<file path="config.mk">
export PLATFORM = sky130hd
export DESIGN_NAME = fp9_multiplier
export DESIGN_NICKNAME = d
export VERILOG_FILES = /design/src/rtl/fp9_multiplier.sv
export SDC_FILE = /design/constraint.sdc
export NUM_CORES = 1
export LEC_CHECK = 0
export CAP_MARGIN = 20
export CORE_AREA = 2 2 110 112
export DETAILED_ROUTE_END_ITERATION = 16
export DIE_AREA = 0 0 112 114
export HOLD_SLACK_MARGIN = 0.08
export PLACE_DENSITY = 0.47
export REMOVE_ABC_BUFFERS = 1
export SLEW_MARGIN = 5
export SYNTH_ARGS = -nofsm -noshare
export SYNTH_HDL_FRONTEND = slang
export SYNTH_SLANG_ARGS = --single-unit
</file>
<file path="constraint.sdc">
create_clock -name clk -period 6.2 [get_ports clk]
set_input_delay 0.62 -clock clk [delete_from_list [all_inputs] [get_ports clk]]
set_output_delay 0.62 -clock clk [all_outputs]
set_load 0.005 [all_outputs]
</file>
<file path="src/rtl/fp9_multiplier.sv">
// +----------------------------------------------------------------------+
// | fp9_multiplier: 3-stage valid/ready pipelined multiplier for the     |
// | 9-bit float format (1 sign, 4 exponent, 4 fraction, bias 7).         |
// | Revision: 1.0                                                        |
// +----------------------------------------------------------------------+
`default_nettype none

module fp9_multiplier #(
  parameter int EXP_W  = 4,
  parameter int FRAC_W = 4,
  parameter int BIAS   = 7
) (
  input  logic                    clk,
  input  logic                    rst_n,
  input  logic                    in_valid,
  output logic                    in_ready,
  input  logic [EXP_W+FRAC_W:0]   A,
  input  logic [EXP_W+FRAC_W:0]   B,
  output logic                    out_valid,
  input  logic                    out_ready,
  output logic [EXP_W+FRAC_W:0]   out,
  output logic                    out_ovf,
  output logic                    out_unf
);

  localparam int W   = 1 + EXP_W + FRAC_W;
  localparam int MW  = FRAC_W + 1;
  localparam int PW  = 2 * MW;
  localparam int EW  = EXP_W + 3;
  localparam int FW1 = FRAC_W + 1;

  localparam logic signed [EW-1:0] C_E_ONE  = EW'(1);
  localparam logic signed [EW-1:0] C_E_MAX  = EW'((1 << EXP_W) - 1);
  localparam logic signed [EW-1:0] C_E_BIAS = EW'(BIAS);

  logic                  advance;

  logic                  v1_q, s1_q, z1_q;
  logic signed [EW-1:0]  e1_q, e1_d;
  logic [MW-1:0]         ma1_q, mb1_q;

  logic                  v2_q, s2_q, z2_q;
  logic signed [EW-1:0]  e2_q;
  logic [PW-1:0]         p2_q, p2_d;

  logic                  vo_q, ovf_q, unf_q, ovf_d, unf_d;
  logic [W-1:0]          out_q, out_d;

  logic [FRAC_W-1:0]     frac_n, frac_o;
  logic [FW1-1:0]        frac_r;
  logic                  guard, sticky;
  logic signed [EW-1:0]  e_n, e_r;

  assign advance   = !vo_q || out_ready;
  assign in_ready  = advance;
  assign out_valid = vo_q;
  assign out       = out_q;
  assign out_ovf   = ovf_q;
  assign out_unf   = unf_q;

  // Exponent sum kept signed and wide enough for underflow and double increment
  assign e1_d = signed'(EW'(A[W-2:FRAC_W]) + EW'(B[W-2:FRAC_W])) - C_E_BIAS;
  assign p2_d = PW'(ma1_q) * PW'(mb1_q);

  always_comb begin
    if (p2_q[PW-1]) begin
      frac_n = p2_q[PW-2 -: FRAC_W];
      guard  = p2_q[PW-2-FRAC_W];
      sticky = |p2_q[PW-3-FRAC_W:0];
      e_n    = e2_q + C_E_ONE;
    end else begin
      frac_n = p2_q[PW-3 -: FRAC_W];
      guard  = p2_q[PW-3-FRAC_W];
      sticky = |p2_q[PW-4-FRAC_W:0];
      e_n    = e2_q;
    end
    frac_r = {1'b0, frac_n} + FW1'(guard && (sticky || frac_n[0]));
    frac_o = frac_r[FRAC_W-1:0];
    e_r    = frac_r[FRAC_W] ? e_n + C_E_ONE : e_n;

    out_d = '0;
    ovf_d = 1'b0;
    unf_d = 1'b0;
    if (!z2_q) begin
      if (e_r > C_E_MAX) begin
        out_d = {s2_q, {EXP_W{1'b1}}, {FRAC_W{1'b1}}};
        ovf_d = 1'b1;
      end else if (e_r < C_E_ONE) begin
        unf_d = 1'b1;
      end else begin
        out_d = {s2_q, e_r[EXP_W-1:0], frac_o};
      end
    end
  end

  always_ff @(posedge clk or negedge rst_n) begin
    if (!rst_n) begin
      v1_q  <= 1'b0;
      s1_q  <= 1'b0;
      z1_q  <= 1'b0;
      e1_q  <= '0;
      ma1_q <= '0;
      mb1_q <= '0;
      v2_q  <= 1'b0;
      s2_q  <= 1'b0;
      z2_q  <= 1'b0;
      e2_q  <= '0;
      p2_q  <= '0;
      vo_q  <= 1'b0;
      out_q <= '0;
      ovf_q <= 1'b0;
      unf_q <= 1'b0;
    end else if (advance) begin
      v1_q  <= in_valid;
      s1_q  <= A[W-1] ^ B[W-1];
      z1_q  <= (A[W-2:FRAC_W] == '0) || (B[W-2:FRAC_W] == '0);
      e1_q  <= e1_d;
      ma1_q <= {1'b1, A[FRAC_W-1:0]};
      mb1_q <= {1'b1, B[FRAC_W-1:0]};
      v2_q  <= v1_q;
      s2_q  <= s1_q;
      z2_q  <= z1_q;
      e2_q  <= e1_q;
      p2_q  <= p2_d;
      vo_q  <= v2_q;
      out_q <= out_d;
      ovf_q <= ovf_d;
      unf_q <= unf_d;
    end
  end

endmodule

`default_nettype wire

</file>
==> metrics.md, run 1 <==
| Metric | Value |
|---|---|
| Ys async rst share | 100% |
| Fmax | 0.268 GHz |
| WL/cell | 11.9 um |
| Via count | 2550 |
| Final ANT Viol Nets | 0 |
| Critical path origin | ma1_q[4] |
| Via count of the first global-routing pass | 2473 |
| Nets@finish | 468 |
| Crit-path max FO | 10 |
| Critical Path End Type | flip-flop |
| Worst Path Arrival | 3.95 ns |
| Worst R2R Start | ma1_q[4] |
| Max IR drop VDD | 0.135 mV |
| Worst Max-Slew Pin Slew | 0.669 ns |
| Placed insts | 548 |
| Share of layout cells above drive strength 1 | 6.60% |
| Clk_lat worst skew | 0.29 ns |
| H-tree levels | 2 |
| Startpoint types | flip-flop |
| RR Endpoint | p2_q[9] |
| Worst rel slew slack | 55.4% |
| PortBufs | 34 |
| Outcome | finished, final reports clean |
| Largest family of logic cells by synthesized area | simple AND/OR/NAND/NOR gates |
| Register area share after synthesis | 36.0% |
| Post-place setup slack | 2.46 ns |
| # diodes | 0 |
| Syn Inst Count | 380 |
| Fin crit period | 3.73 ns |
| First-pass GRT wire length | 12100 um |
| Clock Tree Buf Depth | 2 |
| Final GP Congestion | 0.756 |
| Pwr/cell area | 458 nW/um^2 |
| Post-synth EDFFs | 0 |
| DP Wirelength | 4900 um |
| Synth Cell Area | 3410 um^2 |
| Fillers | 1265 |
| Hold WC Path Type | in -> async |
| Worst setup path endpoint | p2_q[9] |
| Clk root buf | clkbuf_16 |
| R2r worst-path depth | 11 |
| Synth Area in Adders | 16.2% |
| Cell Rows | 40 |
| CTS sink cnt | 49 |
| CTS tree | built |
| Mux share of post-synthesis cell area | 2.20% |
| Setup TNS | 0 ns |
| WP data required | 6.42 ns |
| Initial DRC Count | 55 |
| Drc violations | 0 |
| Max-cap check violation count | 0 |
| GRT Overall Usage | 11.4% |
| Final worst slack | 2.47 ns |
| RSZ-0062 raised after global routing | no |
| 1st-pass router iterations | 4 |
| I/O pin count | 35 |
| Vias per cell | 4.59 |
| P&R area growth vs syn | 18.2% |
| Synthesis Warnings | 0 |
| Initial Util | 29.1% |
| Final setup fails | 0 |
| Synth Area in Compound Gates | 11.5% |
| Die X | 112 um |
| Setup Buffers After CTS | 0 |
| Main synth FF type | dfrtp_1 |
| Die Y | 114 um |
| Initial antenna violation count | 0 |
| Final non-filler cell total | 556 |
| PostCTS Resize Cnt | 0 |
| Final Hold Fails | 0 |
| Final wirelength | 6640 um |
| Pins Over Slew Limit | 0 |
| Congestion Overflow GR | 0 |
| Period utilization | 60.2% |
| FF+latch count, synth | 49 |
| Total core area | 11700 um^2 |
| Clock-pin slew on the worst setup and hold paths | 0.07 ns |
| Largest net degree at the start of global routing | 52 |
| Cts hold-fix bufs | 0 |
| XOR/XNOR Fraction of Synth Area | 5.29% |
| DIE AREA | 12800 um^2 |
| Skew final | 0.00572 ns |
| Leakage power | 1.91 nW |
| Post-synthesis simple-gate area fraction | 23.8% |
| Synth unique cells | 56 |
| Worst setup path category | reg -> reg |
| Syn avg cell area | 8.97 um^2 |
| Flop2flop setup slack | 2.47 ns |
| CTS Buf Count | 5 |
==> kinds of logic (layout without fill, tap and decap cells) <==
kind of cell | after synthesis | count (layout)
compound gates | 55 | 55
xor+xnor | 18 | 18
fa+ha+maj | 38 | 38
buf+inv | 42 | 71
flops | 49 | 49
mux | 7 | 7
simple gates | 171 | 171
==> worst min-delay path by stage <==
stage,startpoint,to,slack [ns],cells after the start
after floorplan,rst_n,e1_q[0],0.32,0
after global placement,v2_q,v2_q,0.44,2
after detailed placement,v2_q,v2_q,0.45,2
after CTS,rst_n,out[7],0.46,2
after global routing,v2_q,v2_q,0.48,2
final,rst_n,out_unf,0.43,2
==> flip-flops by register name (all words and copies together), names as in the netlist <==
signal	cells
z1_q	1
v1_q	1
s1_q	1
v2_q	1
s2_q	1
z2_q	1
e1_q	6
p2_q	10
out_valid	1
ma1_q	5
out_unf	1
out_ovf	1
out	9
mb1_q	4
e2_q	6
==> routing by layer <==
layer	track usage [%]	routed length [um]	vias up
met1	16.0	3350	1164
met4	2.93	61	0
met3	1.81	209	4
met5	0	0	-
met2	18.5	3010	37
li1	-	-	1345
==> synth_stat cells (2+ instances only) <==
cell / count / area (um^2)
nor3_1: 8 / 40.0
inv_1: 25 / 93.8
and4b_1: 3 / 30.0
nor4_1: 3 / 18.8
fa_1: 10 / 200
o21bai_1: 2 / 15.0
and3_1: 3 / 18.8
nand4_1: 2 / 12.5
nand3_1: 6 / 30.0
nand4b_1: 3 / 26.3
mux2_2: 4 / 45.0
o21ai_0: 10 / 50.1
clkbuf_1: 12 / 45.0
a21o_1: 3 / 22.5
a211o_1: 2 / 17.5
xor2_1: 4 / 35.0
mux2i_1: 3 / 30.0
o31ai_1: 10 / 75.1
dfrtp_1: 49 / 1230
a22o_1: 3 / 26.3
a21oi_1: 12 / 60.1
nand2b_1: 4 / 25.0
xnor2_2: 2 / 32.5
and2_1: 11 / 68.8
nand2_1: 105 / 394
buf_6: 2 / 22.5
nor2b_1: 4 / 25.0
xnor2_1: 11 / 96.3
ha_1: 28 / 350
nor2_1: 10 / 37.5
==> stage by stage <==
| step | utilization [%] | hold slack [ns] | power (mW) | cell area [um^2] |
|---|---|---|---|---|
| detailed placement | 33.1 | 0.447 | 1.59 | 3880 |
| finish | 34.4 | 0.433 | 1.84 | 4030 |
| global route | 34.4 | 0.484 | 2.07 | 4030 |
| global placement | 33.1 | 0.441 | 1.58 | 3880 |
| floorplan | - | 0.324 | 1.30 | 3330 |
| CTS | 34.4 | 0.462 | 1.88 | 4030 |
==> cell type report <==
cell class	instances	area (um^2)	area share, %
Clock inverter	3	21.3	0.528
Tap cell	147	184	4.57
Timing Repair Buffer	37	358	8.89
Inverter	26	97.6	2.42
Sequential cell	49	1230	30.5
Clock buffer	5	125	3.11
Multi-Input combinational cell	289	2010	50.0
==> layout by cell type (no fill, tap or decap), types with 4 or more instances in the layout <==
master           synthesis  layout
nand3_1                  6       6
a21oi_1                 12      12
xor2_1                   4       4
xnor2_1                 11      11
nor2_1                  10      10
and2_1                  11      11
nor3_1                   8       8
inv_1                   25      25
dfrtp_1                 49      49
ha_1                    28      28
o31ai_1                 10      10
o21ai_0                 10      10
nand2b_1                 4       4
fa_1                    10      10
nand2_1                105     105
mux2_2                   4       4
clkbuf_16                0       5
clkdlybuf4s50_1          0      33
==> critical path, cell delays in order (launching register included) <==
cell,delay (ns)
dfrtp_1,0.52
nand2_1,0.13
fa_1,0.52
fa_1,0.52
fa_1,0.54
inv_1,0.04
ha_1,0.32
a21oi_1,0.20
o21bai_1,0.11
a211o_1,0.32
a2111o_1,0.36
nand3_1,0.08
==> power breakdown <==
part / internal [mW] / switching (mW)
Combinational: 0.491 / 0.499
Clock: 0.150 / 0.125
Sequential: 0.444 / 0.133
Total: 1.09 / 0.758
No activity file was read; power rests on OpenSTA's default activity.
==> inputs of run 2 (changes only) <==
--- a/config.mk
+++ b/config.mk
@@ -10,7 +10,7 @@
 export DETAILED_ROUTE_END_ITERATION = 16
 export DIE_AREA = 0 0 112 114
 export HOLD_SLACK_MARGIN = 0.08
-export PLACE_DENSITY = 0.47
+export PLACE_DENSITY = 0.49
 export REMOVE_ABC_BUFFERS = 1
 export SLEW_MARGIN = 5
 export SYNTH_ARGS = -nofsm -noshare
==> constraint.sdc (replaced) <==
create_clock -name clk -period 3.39 [get_ports clk]
set_input_delay 0.339 -clock clk [delete_from_list [all_inputs] [get_ports clk]]
set_output_delay 0.339 -clock clk [all_outputs]
set_load 0.005 [all_outputs]
==> run 2 against run 1 <==
Compared with the run above:
- fmax grew 11%
- sequential share of layout area shrank 1.5 points
- clock skew shrank 0.0014 ns
- count of clock-buffer cells in the layout grew 1
- clock power grew 81%
- register-to-register slack lost 2.4 ns
- critical path depth grew 1
==> metrics.md, run 2 (synthesis gave the netlist of run 1 again) <==
| Metric | Value |
|---|---|
| Outcome | finished, final reports clean |
| Final non-filler cell total | 576 |
| Clock-pin slew on the worst setup and hold paths | 0.07 ns |
| # diodes | 0 |
| Skew final | 0.00433 ns |
| Comb pwr share | 57.1% |
| Congestion Overflow GR | 0 |
| Initial DRC Count | 75 |
| DIE AREA | 12800 um^2 |
| Post-place setup slack | -0.106 ns |
| CTS tree | built |
| 1st-pass router iterations | 4 |
| Clock Tree Buf Depth | 2 |
| GRT Overall Usage | 11.6% |
| DP Wirelength | 5270 um |
| Max IR drop VDD | 0.295 mV |
| Final wirelength | 6870 um |
| PortBufs | 34 |
| Via count | 2641 |
| CTS Buf Count | 5 |
| Die X | 112 um |
| Worst Path Arrival | 3.59 ns |
| Initial Util | 29.1% |
| I/O pin count | 35 |
| Leakage power | 2.01 nW |
| Hold_sp | v2_q |
| Placed insts | 564 |
| Max-cap check violation count | 0 |
| Crit-path max FO | 3 |
| Final ANT Viol Nets | 0 |
| Final Hold Fails | 0 |
| Area of the multi-input gates | 2060 um^2 |
| WL/cell | 11.9 um |
| Switching Fraction | 40.3% |
| Most frequent cells in the layout | nand2_1, dfrtp_1, clkdlybuf4s50_1 |
| Worst setup path category | reg -> reg |
| Drc violations | 0 |
| Share of layout cells above drive strength 1 | 12.4% |
| Period utilization | 99.3% |
| Final worst slack | 0.0245 ns |
| Pins Over Slew Limit | 0 |
| Critical Path End Type | flip-flop |
| Largest net degree at the start of global routing | 51 |
| Max reg flops | 10 |
| Top reg by flops | p2_q |
| Worst Max-Slew Pin Slew | 0.565 ns |
| Sw Pwr | 1.44 mW |
| Seq pwr share | 28.9% |
| Initial antenna violation count | 0 |
| P&R area growth vs syn | 24.3% |
| Cell Rows | 40 |
| RSZ-0062 raised after global routing | yes |
| Clk_lat worst skew | 0.29 ns |
| Final setup fails | 0 |
| Fmax | 0.297 GHz |
| Pwr/cell area | 845 nW/um^2 |
| Sequential cell area | 1230 um^2 |
| Vias per cell | 4.59 |
| Hold WC Path Type | reg -> reg |
| Nets@finish | 488 |
| Die Y | 114 um |
| Most common cell after layout, fill and taps aside | nand2_1 |
| Share of total power in the clock network | 14.0% |
| Worst rel slew slack | 62.0% |
| Total core area | 11700 um^2 |
| Fillers | 1249 |
| First-pass GRT wire length | 12200 um |
| Via count of the first global-routing pass | 2599 |
| CTS sink cnt | 49 |
| Startpoint types | flip-flop |
| Clk root buf | clkbuf_16 |
| Critical path origin | ma1_q[0] |
| Final GP Congestion | 0.824 |
| Fin crit period | 3.37 ns |
| Internal power | 2.13 mW |
| H-tree levels | 2 |
| Worst R2R Start | ma1_q[0] |
| WP data required | 3.62 ns |
run 2: changes by cell type in the layout (fill, tap and decap cells not counted), sizes merged:
cell	delta
clkbuf	+1
buf	+19
dlygate4sd3	+1
clkinv	-1
inv	-1
clkinvlp	+1
run 2: layout make-up:
cell class                      instances  area share, %
Multi-Input combinational cell        289           48.6
Sequential cell                        49           29.0
Timing Repair Buffer                   57           12.4
Tap cell                              147           4.34
Clock buffer                            6           3.04
Inverter                               26           2.30
Clock inverter                          2          0.355
run 2: stage by stage:
stage	hold slack [ns]	total power, mW	cell area (um^2)	setup TNS [ns]	utilization (%)
after global routing	0.484	3.97	4240	-0.226	36.2
after CTS	0.464	3.58	4190	0	35.8
after global placement	0.441	2.97	3990	-0.0380	34.1
final	0.459	3.58	4240	0	36.2
after floorplan	0.0434	2.38	3330	-16.84	-
after detailed placement	0.363	2.99	4010	-0.106	34.3
run 2: final timing paths:
check                            to  slack, ns  cells after the start
max                         p2_q[9]       0.02                     12
min                            v2_q       0.46                      2
max reg2reg                 p2_q[9]       0.02                     12
min reg2reg                    v2_q       0.46                      2
max in group asynchronous   p2_q[9]       2.20                      4
min in group asynchronous  ma1_q[0]       0.56                      2
run 2: power groups by stage:
stage | Sequential, mW | Clock (mW) | Combinational [mW]
global route | 1.08 | 0.538 | 2.35
detailed placement | 1.05 | 0 | 1.94
finish | 1.03 | 0.500 | 2.04
CTS | 1.04 | 0.520 | 2.02
global placement | 1.04 | 0 | 1.93
floorplan | 1.01 | 0 | 1.37
run 2: per-layer routing:
layer	global-route usage (%)	up-vias	part of all wire [%]
met5	0	-	0
met4	3.74	0	1.6
met3	2.07	8	2.8
met2	19.0	35	45
met1	15.7	1221	51
li1	-	1377	-
run 2: worst max-delay path, stage by stage (launching register included):
cell	delay, ns
dfrtp_1	0.39
buf_4	0.13
nand2_1	0.07
fa_1	0.44
fa_1	0.48
fa_1	0.50
inv_2	0.05
ha_4	0.22
a21oi_4	0.13
o21bai_2	0.09
a211o_1	0.31
a2111o_1	0.41
nand3_1	0.07
run 2: repair_timing:
item / CTS / global route
pin swaps: 3 / 13
hold endpoints to repair: 22 / 0
resized for setup: 2 / 8
setup endpoints to repair: 1 / 3
buffers inserted: 1 / 2
hold buffers: 1 / 0
